--- src/rtl/mac_pkg.sv ---
// rtl/mac_pkg.sv - shared widths and FSM state type for the MAC sequencer
package mac_pkg;
  localparam int DATA_W = 8;
  localparam int ACC_W  = 13;
  localparam int LEN_W  = 8;

  typedef enum logic [2:0] {
    IDLE,
    CLEAR,
    RUN,
    DRAIN1,
    DRAIN2,
    DONE
  } seq_state_t;
endpackage

--- src/rtl/mac_len_counter.sv ---
// rtl/mac_len_counter.sv - job beat counter; flags the final operand pair of a job
module mac_len_counter #(
  parameter int LEN_W = mac_pkg::LEN_W
) (
  input  logic             clk,
  input  logic             rst,
  input  logic             load_i,
  input  logic [LEN_W-1:0] len_i,
  input  logic             inc_i,
  output logic             last_o
);
  logic [LEN_W-1:0] len_q;
  logic [LEN_W-1:0] cnt_q;

  always_ff @(posedge clk or posedge rst) begin
    if (rst) begin
      len_q <= '0;
      cnt_q <= '0;
    end else if (load_i) begin
      len_q <= len_i;
      cnt_q <= '0;
    end else if (inc_i) begin
      cnt_q <= cnt_q + 1'b1;
    end
  end

  // Only consulted during RUN, where len_q is guaranteed non-zero.
  assign last_o = (cnt_q == (len_q - 1'b1));
endmodule

--- src/rtl/mac_sequencer.sv ---
// rtl/mac_sequencer.sv - drives one MAC through clear/accumulate/drain and returns the sum
module mac_sequencer #(
  parameter int DATA_W = mac_pkg::DATA_W,
  parameter int ACC_W  = mac_pkg::ACC_W,
  parameter int LEN_W  = mac_pkg::LEN_W
) (
  input  logic              clk,
  input  logic              rst,
  input  logic              start,
  input  logic [LEN_W-1:0]  len,
  output logic              busy,
  input  logic              in_valid,
  output logic              in_ready,
  input  logic [DATA_W-1:0] in_a,
  input  logic [DATA_W-1:0] in_b,
  output logic [DATA_W-1:0] mac_a,
  output logic [DATA_W-1:0] mac_b,
  output logic              mac_en,
  output logic              mac_clr,
  input  logic [ACC_W-1:0]  mac_acc,
  output logic              res_valid,
  input  logic              res_ready,
  output logic [ACC_W-1:0]  res_data,
  output logic              res_ovf
);
  import mac_pkg::*;

  seq_state_t        state_q;
  logic [DATA_W-1:0] mac_a_q, mac_b_q;
  logic              mac_en_q, mac_clr_q;
  logic              res_valid_q, res_ovf_q;
  logic [ACC_W-1:0]  res_data_q;
  logic [ACC_W-1:0]  acc_prev_q;
  logic              en_d_q;
  logic              accept, load, last_beat, wrapped;

  assign accept = (state_q == RUN) && in_valid;
  assign load   = (state_q == IDLE) && start && (len != '0);

  mac_len_counter #(.LEN_W(LEN_W)) u_len_counter (
    .clk    (clk),
    .rst    (rst),
    .load_i (load),
    .len_i  (len),
    .inc_i  (accept),
    .last_o (last_beat)
  );

  // A single step adds less than 2**ACC_W, so any wrap shows up as a decrease.
  assign wrapped = en_d_q && (mac_acc < acc_prev_q)
                   && (state_q != IDLE) && (state_q != DONE);

  always_ff @(posedge clk or posedge rst) begin
    if (rst) begin
      state_q     <= IDLE;
      mac_a_q     <= '0;
      mac_b_q     <= '0;
      mac_en_q    <= 1'b0;
      mac_clr_q   <= 1'b0;
      res_valid_q <= 1'b0;
      res_ovf_q   <= 1'b0;
      res_data_q  <= '0;
      acc_prev_q  <= '0;
      en_d_q      <= 1'b0;
    end else begin
      acc_prev_q <= mac_acc;
      en_d_q     <= mac_en_q;
      mac_clr_q  <= 1'b0;
      if (wrapped) res_ovf_q <= 1'b1;

      case (state_q)
        IDLE: begin
          if (start) begin
            res_ovf_q <= 1'b0;
            if (len != '0) begin
              mac_clr_q <= 1'b1;
              state_q   <= CLEAR;
            end else begin
              res_data_q  <= '0;
              res_valid_q <= 1'b1;
              state_q     <= DONE;
            end
          end
        end
        CLEAR: state_q <= RUN;
        RUN: begin
          if (in_valid) begin
            mac_a_q  <= in_a;
            mac_b_q  <= in_b;
            mac_en_q <= 1'b1;
            if (last_beat) state_q <= DRAIN1;
          end else begin
            mac_en_q <= 1'b0;
          end
        end
        DRAIN1: begin
          mac_en_q <= 1'b0;
          state_q  <= DRAIN2;
        end
        DRAIN2: begin
          res_data_q  <= mac_acc;
          res_valid_q <= 1'b1;
          state_q     <= DONE;
        end
        DONE: begin
          if (res_ready) begin
            res_valid_q <= 1'b0;
            state_q     <= IDLE;
          end
        end
        default: state_q <= IDLE;
      endcase
    end
  end

  assign busy      = (state_q != IDLE);
  assign in_ready  = (state_q == RUN);
  assign mac_a     = mac_a_q;
  assign mac_b     = mac_b_q;
  assign mac_en    = mac_en_q;
  assign mac_clr   = mac_clr_q;
  assign res_valid = res_valid_q;
  assign res_data  = res_data_q;
  assign res_ovf   = res_ovf_q;
endmodule

--- config.mk ---
export PLATFORM = sky130hd
export DESIGN_NAME = mac_sequencer
export DESIGN_NICKNAME = d
export VERILOG_FILES = /design/src/rtl/mac_pkg.sv /design/src/rtl/mac_len_counter.sv /design/src/rtl/mac_sequencer.sv
export SDC_FILE = /design/constraint.sdc
export NUM_CORES = 1
export LEC_CHECK = 0
export CORE_UTILIZATION = 40
export CTS_CLUSTER_DIAMETER = 60
export DETAILED_ROUTE_END_ITERATION = 8
export GPL_TIMING_DRIVEN = 0
export PLACE_DENSITY_LB_ADDON = 0.3
export SYNTH_ARGS = -nofsm -noshare
export SYNTH_HDL_FRONTEND = slang
export SYNTH_HIERARCHICAL = 1
export SYNTH_SLANG_ARGS = --single-unit
--- constraint.sdc ---
create_clock -name clk -period 3.75 [get_ports clk]
set_input_delay 0.75 -clock clk [delete_from_list [all_inputs] [get_ports clk]]
set_output_delay 0.75 -clock clk [all_outputs]
set_load 0.1 [all_outputs]
==> results.md, run 1 <==
| Item | Reported |
| --- | --- |
| Final hold violation count | 0 |
| Max-slew violation count | 0 |
| Largest cells by area after synthesis | dfrtp_1 55%, mux2_2 8.2%, ha_1 5.8% |
| Share of the clock period used by the worst path after layout | 82.8% |
| GR Overflow Total | 0 |
| Fraction of final layout cells sized beyond drive strength 1 | 15.7% |
| Number of instances in the synthesized netlist | 245 |
| Count of final setup violators | 0 |
| Placement row count | 31 |
| HPWL after DPL | 4.66 mm |
| Synthesized-area fraction occupied by ao, oa, aoi and oai cells | 10.6% |
| Most frequently used cell type in the post-synthesis netlist | dfrtp_1 |
| Max-slew headroom | 34.2% |
| Multi-input gate area | 0.00122 mm^2 |
| Core area | 0.00725 mm^2 |
| Number of remaining DRC errors | 0 |
| Min cycle time layout | 3100 ps |
| Proportion of synthesized area in mux cells | 8.55% |
| Largest net degree at the start of global routing | 34 |
| Vias in the first global route | 2147 |
| Critical path data required time | 3000 ps |
| Achievable clock frequency | 322 MHz |
| Number of fill cells in the layout | 613 |
| Number of post-CTS setup repair buffers | 0 |
| Worst setup path endpoint | in_ready |
| Final total negative setup slack | 0 ps |
| Port bufs | 76 |
| Ys Warns | 6 |
| Wire length of the first global-routing pass | 10.4 mm |
| All-layer global routing usage | 17.5% |
| Unrepaired setup endpoints after global routing | false |
| First DRT Iteration DRCs | 124 |
| Mean number of vias per cell | 4.92 |
| Number of distinct library cells after synthesis | 42 |
| Number of hold buffers added after CTS | 0 |
| Share of Yosys cell area claimed by the top area cell type | 54.8% |
| Capture instance of the worst register-to-register path | u_len_counter/cnt_q[7] |
| Sequential cell area in the final layout | 0.00165 mm^2 |
| Most frequently used flop master after synthesis | dfrtp_1 |
| Clock tree from TritonCTS | done |
| Via count | 2152 |
| Cell at the root of the clock tree | clkbuf_8 |
| Commonest cells post-synth | 66 x dfrtp_1, 22 x mux2_2, 19 x inv_1 |
| Number of buffers inserted during clock tree synthesis | 9 |
| Final worst slack | 646 ps |
| Net count, final | 389 |
| Area growth from synthesis to final layout | 39.2% |
| Simple-gate portion of the synthesized area | 10.0% |
| Number of max-capacitance violations reported | 0 |
| Critical Path Source | state_q[1] |
| XOR/XNOR share of the synthesized area | 5.52% |
| Longest Clk Path Bufs | 2 |
| Number of instances resized during post-cts repair | 0 |
| Post-synthesis instance area | 0.00301 mm^2 |
| Type of the worst setup path | flop to primary output |
| Clock slew at the register clock pins of the worst setup and hold paths | 80 ps |
| Final estimated routing congestion in global placement | 0.743 |
| Synthesis-stage register bit count | 66 |
| Arrival @ worst endpoint | 2350 ps |
| Startpoint of the lowest-slack hold path | mac_en |
| Top-level port count | 77 |
| Syn Area/Cell | 12.3 um^2 |
| Total Wirelength | 6.22 mm |
| Status | finished, final reports clean |
| Average routed wire per standard cell | 14.2 um |
| Number of synthesized flops with an enable pin | 0 |
| RR Startpoint | state_q[1] |
| Die Area | 0.00788 mm^2 |
| Largest family of logic cells by synthesized area | compound AO/OA/AOI/OAI gates |
| Antenna diodes | 0 |
| Post-Synth Adder-Cell Area | 5.81% |
| Number of levels the H-tree was split into | 3 |
| Length of the first detailed-routing pass in iterations | 4 |
| Worst Setup End Kind | primary output |
| Syn nets | 301 |
| Antenna violations before repair | 0 |
| Worst slack at placement | 738 ps |
| Depth of the most critical reg-to-reg path | 9 |
| Classification of the worst-slack hold path | flop to flop |
| Clock sink total | 66 |
| Ys async rst share | 100% |
| Vertical extent of the die | 88.8 um |
| Effective utilization at floorplan | 41.5% |
| Startpoint types | flop |
| Least-Margin Pin Slew | 985 ps |
| Sequential-to-total area share from yosys stat | 54.8% |
| Worst-case register-to-register setup slack | 1150 ps |
| Clock insertion delay at the later pin of the skew report | 330 ps |
| Routed Antenna Nets | 0 |
| Width of the die | 88.8 um |
| Post-synthesis cell type with the largest combined area | dfrtp_1 |
| Crit Path Max Fanout | 8 |
| Worst Skew | 11.0 ps |
==> metrics by stage <==
step                util [%]  area, um^2  instances  hold slack [ps]
detailed placement      54.0        3920        421              395
finish                  57.8        4190        437              393
CTS                     57.8        4190        437              401
global route            57.8        4190        437              421
global placement        53.7        3900        420              394
floorplan                  -        3010        245              501
==> layer usage <==
metal,GRT usage (%),share of wire (%),up-vias
li1,-,-,1033
met1,22.7,43,1058
met2,28.4,50,48
met5,0,0,-
met4,7.48,2.0,0
met3,3.54,4.5,13
==> flip-flops by register name (all words and copies together) (netlist names), 3 cells and up <==
register             count
u_len_counter/cnt_q      8
res_data                13
mac_b                    8
mac_a                    8
u_len_counter/len_q      8
state_q                  3
acc_prev_q              13
==> cell type report <==
| cell class | instances | area share [%] |
|---|---|---|
| clock inverters | 6 | 3.28 |
| multi-input cells | 149 | 29.1 |
| plain buffers | 11 | 1.64 |
| flip-flops and latches | 66 | 39.4 |
| clock buffers | 10 | 3.28 |
| repair buffers | 77 | 18.6 |
| well taps | 99 | 2.95 |
| inverters | 19 | 1.70 |
==> layout by cell type, fill, tap and decap left out, types with 2 or more instances in the layout <==
cell	n
a22o_1	10
or3_1	3
clkdlybuf4s50_1	76
mux2_2	22
clkbuf_8	10
nor2b_1	2
nand4_1	4
clkinv_4	2
o21ai_0	9
ha_1	14
and4_1	2
a31oi_1	2
nor3_1	2
dfrtp_1	66
bufinv_16	4
nor4_4	2
nor2_1	11
buf_4	2
xor2_1	11
and3_1	2
clkbuf_1	5
xnor2_1	8
a22o_2	3
a21o_1	4
nand3_1	3
nor3b_1	3
inv_1	18
a21oi_1	7
nand2_1	12
==> worst max-delay path: stages (launching register included) <==
cell,delay [ps]
dfrtp_1,330
clkbuf_1,280
nand2b_1,160
nor2_1,110
clkdlybuf4s50_1,1140
==> how the worst min path moves through the flow <==
stage | slack (ps) | cells past startpoint | end
finish | 390 | 0 | en_d_q
global route | 420 | 0 | en_d_q
CTS | 400 | 0 | en_d_q
detailed placement | 390 | 0 | en_d_q
global placement | 390 | 0 | en_d_q
floorplan | 500 | 1 | u_len_counter/len_q[7]
==> cells by family after synthesis <==
kind of cell,after synthesis
compound gates,44
xor+xnor,19
buf+inv,30
flops,66
mux,23
simple gates,49
fa+ha+maj,14
Power of run 1 is left out: the tool's default activity adds up to more than one toggle a clock period on the data nets, which glitch-free logic cannot reach.
==> run 2, diff against run 1 <==
==> constraint.sdc (replaced) <==
create_clock -name clk -period 3.12 [get_ports clk]
set_input_delay 0.624 -clock clk [delete_from_list [all_inputs] [get_ports clk]]
set_output_delay 0.624 -clock clk [all_outputs]
set_load 0.1 [all_outputs]
==> run 2 against run 1 <==
  * Non-clock buffer count stayed put
  * Sequential cell count stayed put
  * Sequential share of layout area hardly changed
  * Die area stayed put
  * Core utilization hardly changed
  * Final area hardly changed
  * Worst setup slack worse by 430 ps
==> results.md, run 2 (synthesis gave the netlist of run 1 again) <==
| Item | Reported |
| --- | --- |
| Number of instances resized during post-cts repair | 0 |
| Antenna diodes | 0 |
| Largest net degree at the start of global routing | 34 |
| Mean number of vias per cell | 4.92 |
| Clock slew at the register clock pins of the worst setup and hold paths | 80 ps |
| Average routed wire per standard cell | 14.2 um |
| Number of hold buffers added after CTS | 0 |
| Cell at the root of the clock tree | clkbuf_8 |
| Port bufs | 76 |
| Wire length of the first global-routing pass | 10.4 mm |
| Number of levels the H-tree was split into | 3 |
| Vias in the first global route | 2147 |
| HPWL after DPL | 4.66 mm |
| Unrepaired setup endpoints after global routing | false |
| Top-level port count | 77 |
| Slowest CP cell | clkdlybuf4s50_1 |
| GR Overflow Total | 0 |
| Longest Clk Path Bufs | 2 |
| Number of buffers inserted during clock tree synthesis | 9 |
| Type of the worst setup path | flop to primary output |
| Commonest non-fill, non-tap cells in the layout | 75 x clkdlybuf4s50_1, 66 x dfrtp_1, 22 x mux2_2 |
| Clock insertion delay at the later pin of the skew report | 330 ps |
| Count of final setup violators | 0 |
| Length of the first detailed-routing pass in iterations | 4 |
| Final total negative setup slack | 0 ps |
| All-layer global routing usage | 17.5% |
| Vertical extent of the die | 88.8 um |
| Most frequent standard cell in the layout excluding fill and tap cells | clkdlybuf4s50_1 |
| Via count | 2152 |
| Arrival @ worst endpoint | 2280 ps |
| Net count, final | 389 |
| Least-Margin Pin Slew | 985 ps |
| Final estimated routing congestion in global placement | 0.743 |
| Min cycle time layout | 2900 ps |
| Routed Antenna Nets | 0 |
| Number of max-capacitance violations reported | 0 |
| Max-slew violation count | 0 |
| Effective utilization at floorplan | 41.5% |
| Number of remaining DRC errors | 0 |
| Max incr delay on CP | 1120 ps |
| Startpoint types | flop |
| Width of the die | 88.8 um |
| First DRT Iteration DRCs | 124 |
| Classification of the worst-slack hold path | flop to flop |
| Final hold violation count | 0 |
| Max-slew headroom | 34.2% |
| Share of the clock period used by the worst path after layout | 92.9% |
| Die Area | 0.00788 mm^2 |
| Achievable clock frequency | 345 MHz |
| Critical path data required time | 2500 ps |
| Fraction of final layout cells sized beyond drive strength 1 | 15.7% |
| Worst Setup End Kind | primary output |
| Crit Path Max Fanout | 9 |
| Total Wirelength | 6.22 mm |
| Status | finished, final reports clean |
| Area growth from synthesis to final layout | 39.2% |
| Crit path max-delay family | buffers and inverters |
| Critical path cell sequence | clkbuf_1 -> nor3_1 -> inv_1 -> clkdlybuf4s50_1 |
| Antenna violations before repair | 0 |
| Placement row count | 31 |
| Clock tree from TritonCTS | done |
| Worst Skew | 10.7 ps |
| Core area | 0.00725 mm^2 |
| Number of post-CTS setup repair buffers | 0 |
| Buffers plus inverters on the worst setup path | 3 |
| Clock sink total | 66 |
## run 2: cell types whose count changed in the layout (fill, tap and decap cells not counted)
cell             delta
clkdlybuf4s50_1     -1
dlymetal6s2s_1      +1
## run 2: area by class of cell
cell class,instances,area [um^2]
sequential,66,1650
buffer,11,68.8
timing repair buffer,77,783
clock buffer,10,138
fill,614,3060
clock inverter,6,138
multi-input combinational,149,1220
tap,99,124
inverter,19,71.3
## run 2: metal layers
layer | part of all wire [%] | track usage (%)
met5 | 0 | 0
met4 | 2.0 | 7.48
met3 | 4.5 | 3.54
met2 | 50 | 28.4
met1 | 43 | 22.7
## run 2: worst paths after layout
kind | from | to | slack [ps] | depth (start not counted)
min in group asynchronous | rst | mac_a[2] | 620 | 2
min reg2reg | mac_en | en_d_q | 390 | 0
min | mac_en | en_d_q | 390 | 0
max | state_q[0] | busy | 220 | 4
max reg2reg | state_q[1] | u_len_counter/cnt_q[7] | 520 | 9
max in group asynchronous | rst | mac_b[4] | 1990 | 3
## run 2: worst reg2reg max path, stage by stage (launching register included)
cell and delay, ps:
dfrtp_1 330, clkbuf_1 280, nand2b_1 160, nor3b_1 240, buf_4 240, buf_4 210, clkbuf_1 260, nand4_1 260
or3_1 400, a21oi_1 140
## run 2: through the flow
step                cells  hold slack (ps)  util, %  cell area, um^2  worst slack (ps)
global route          437              421     57.8             4200               103
global placement      420              394     53.7             3900               217
CTS                   437              401     57.8             4190               134
detailed placement    421              395     54.0             3920               234
floorplan             245              501        -             3010               565
finish                437              393     57.8             4200               221
Power of run 2 is left out for the same reason.
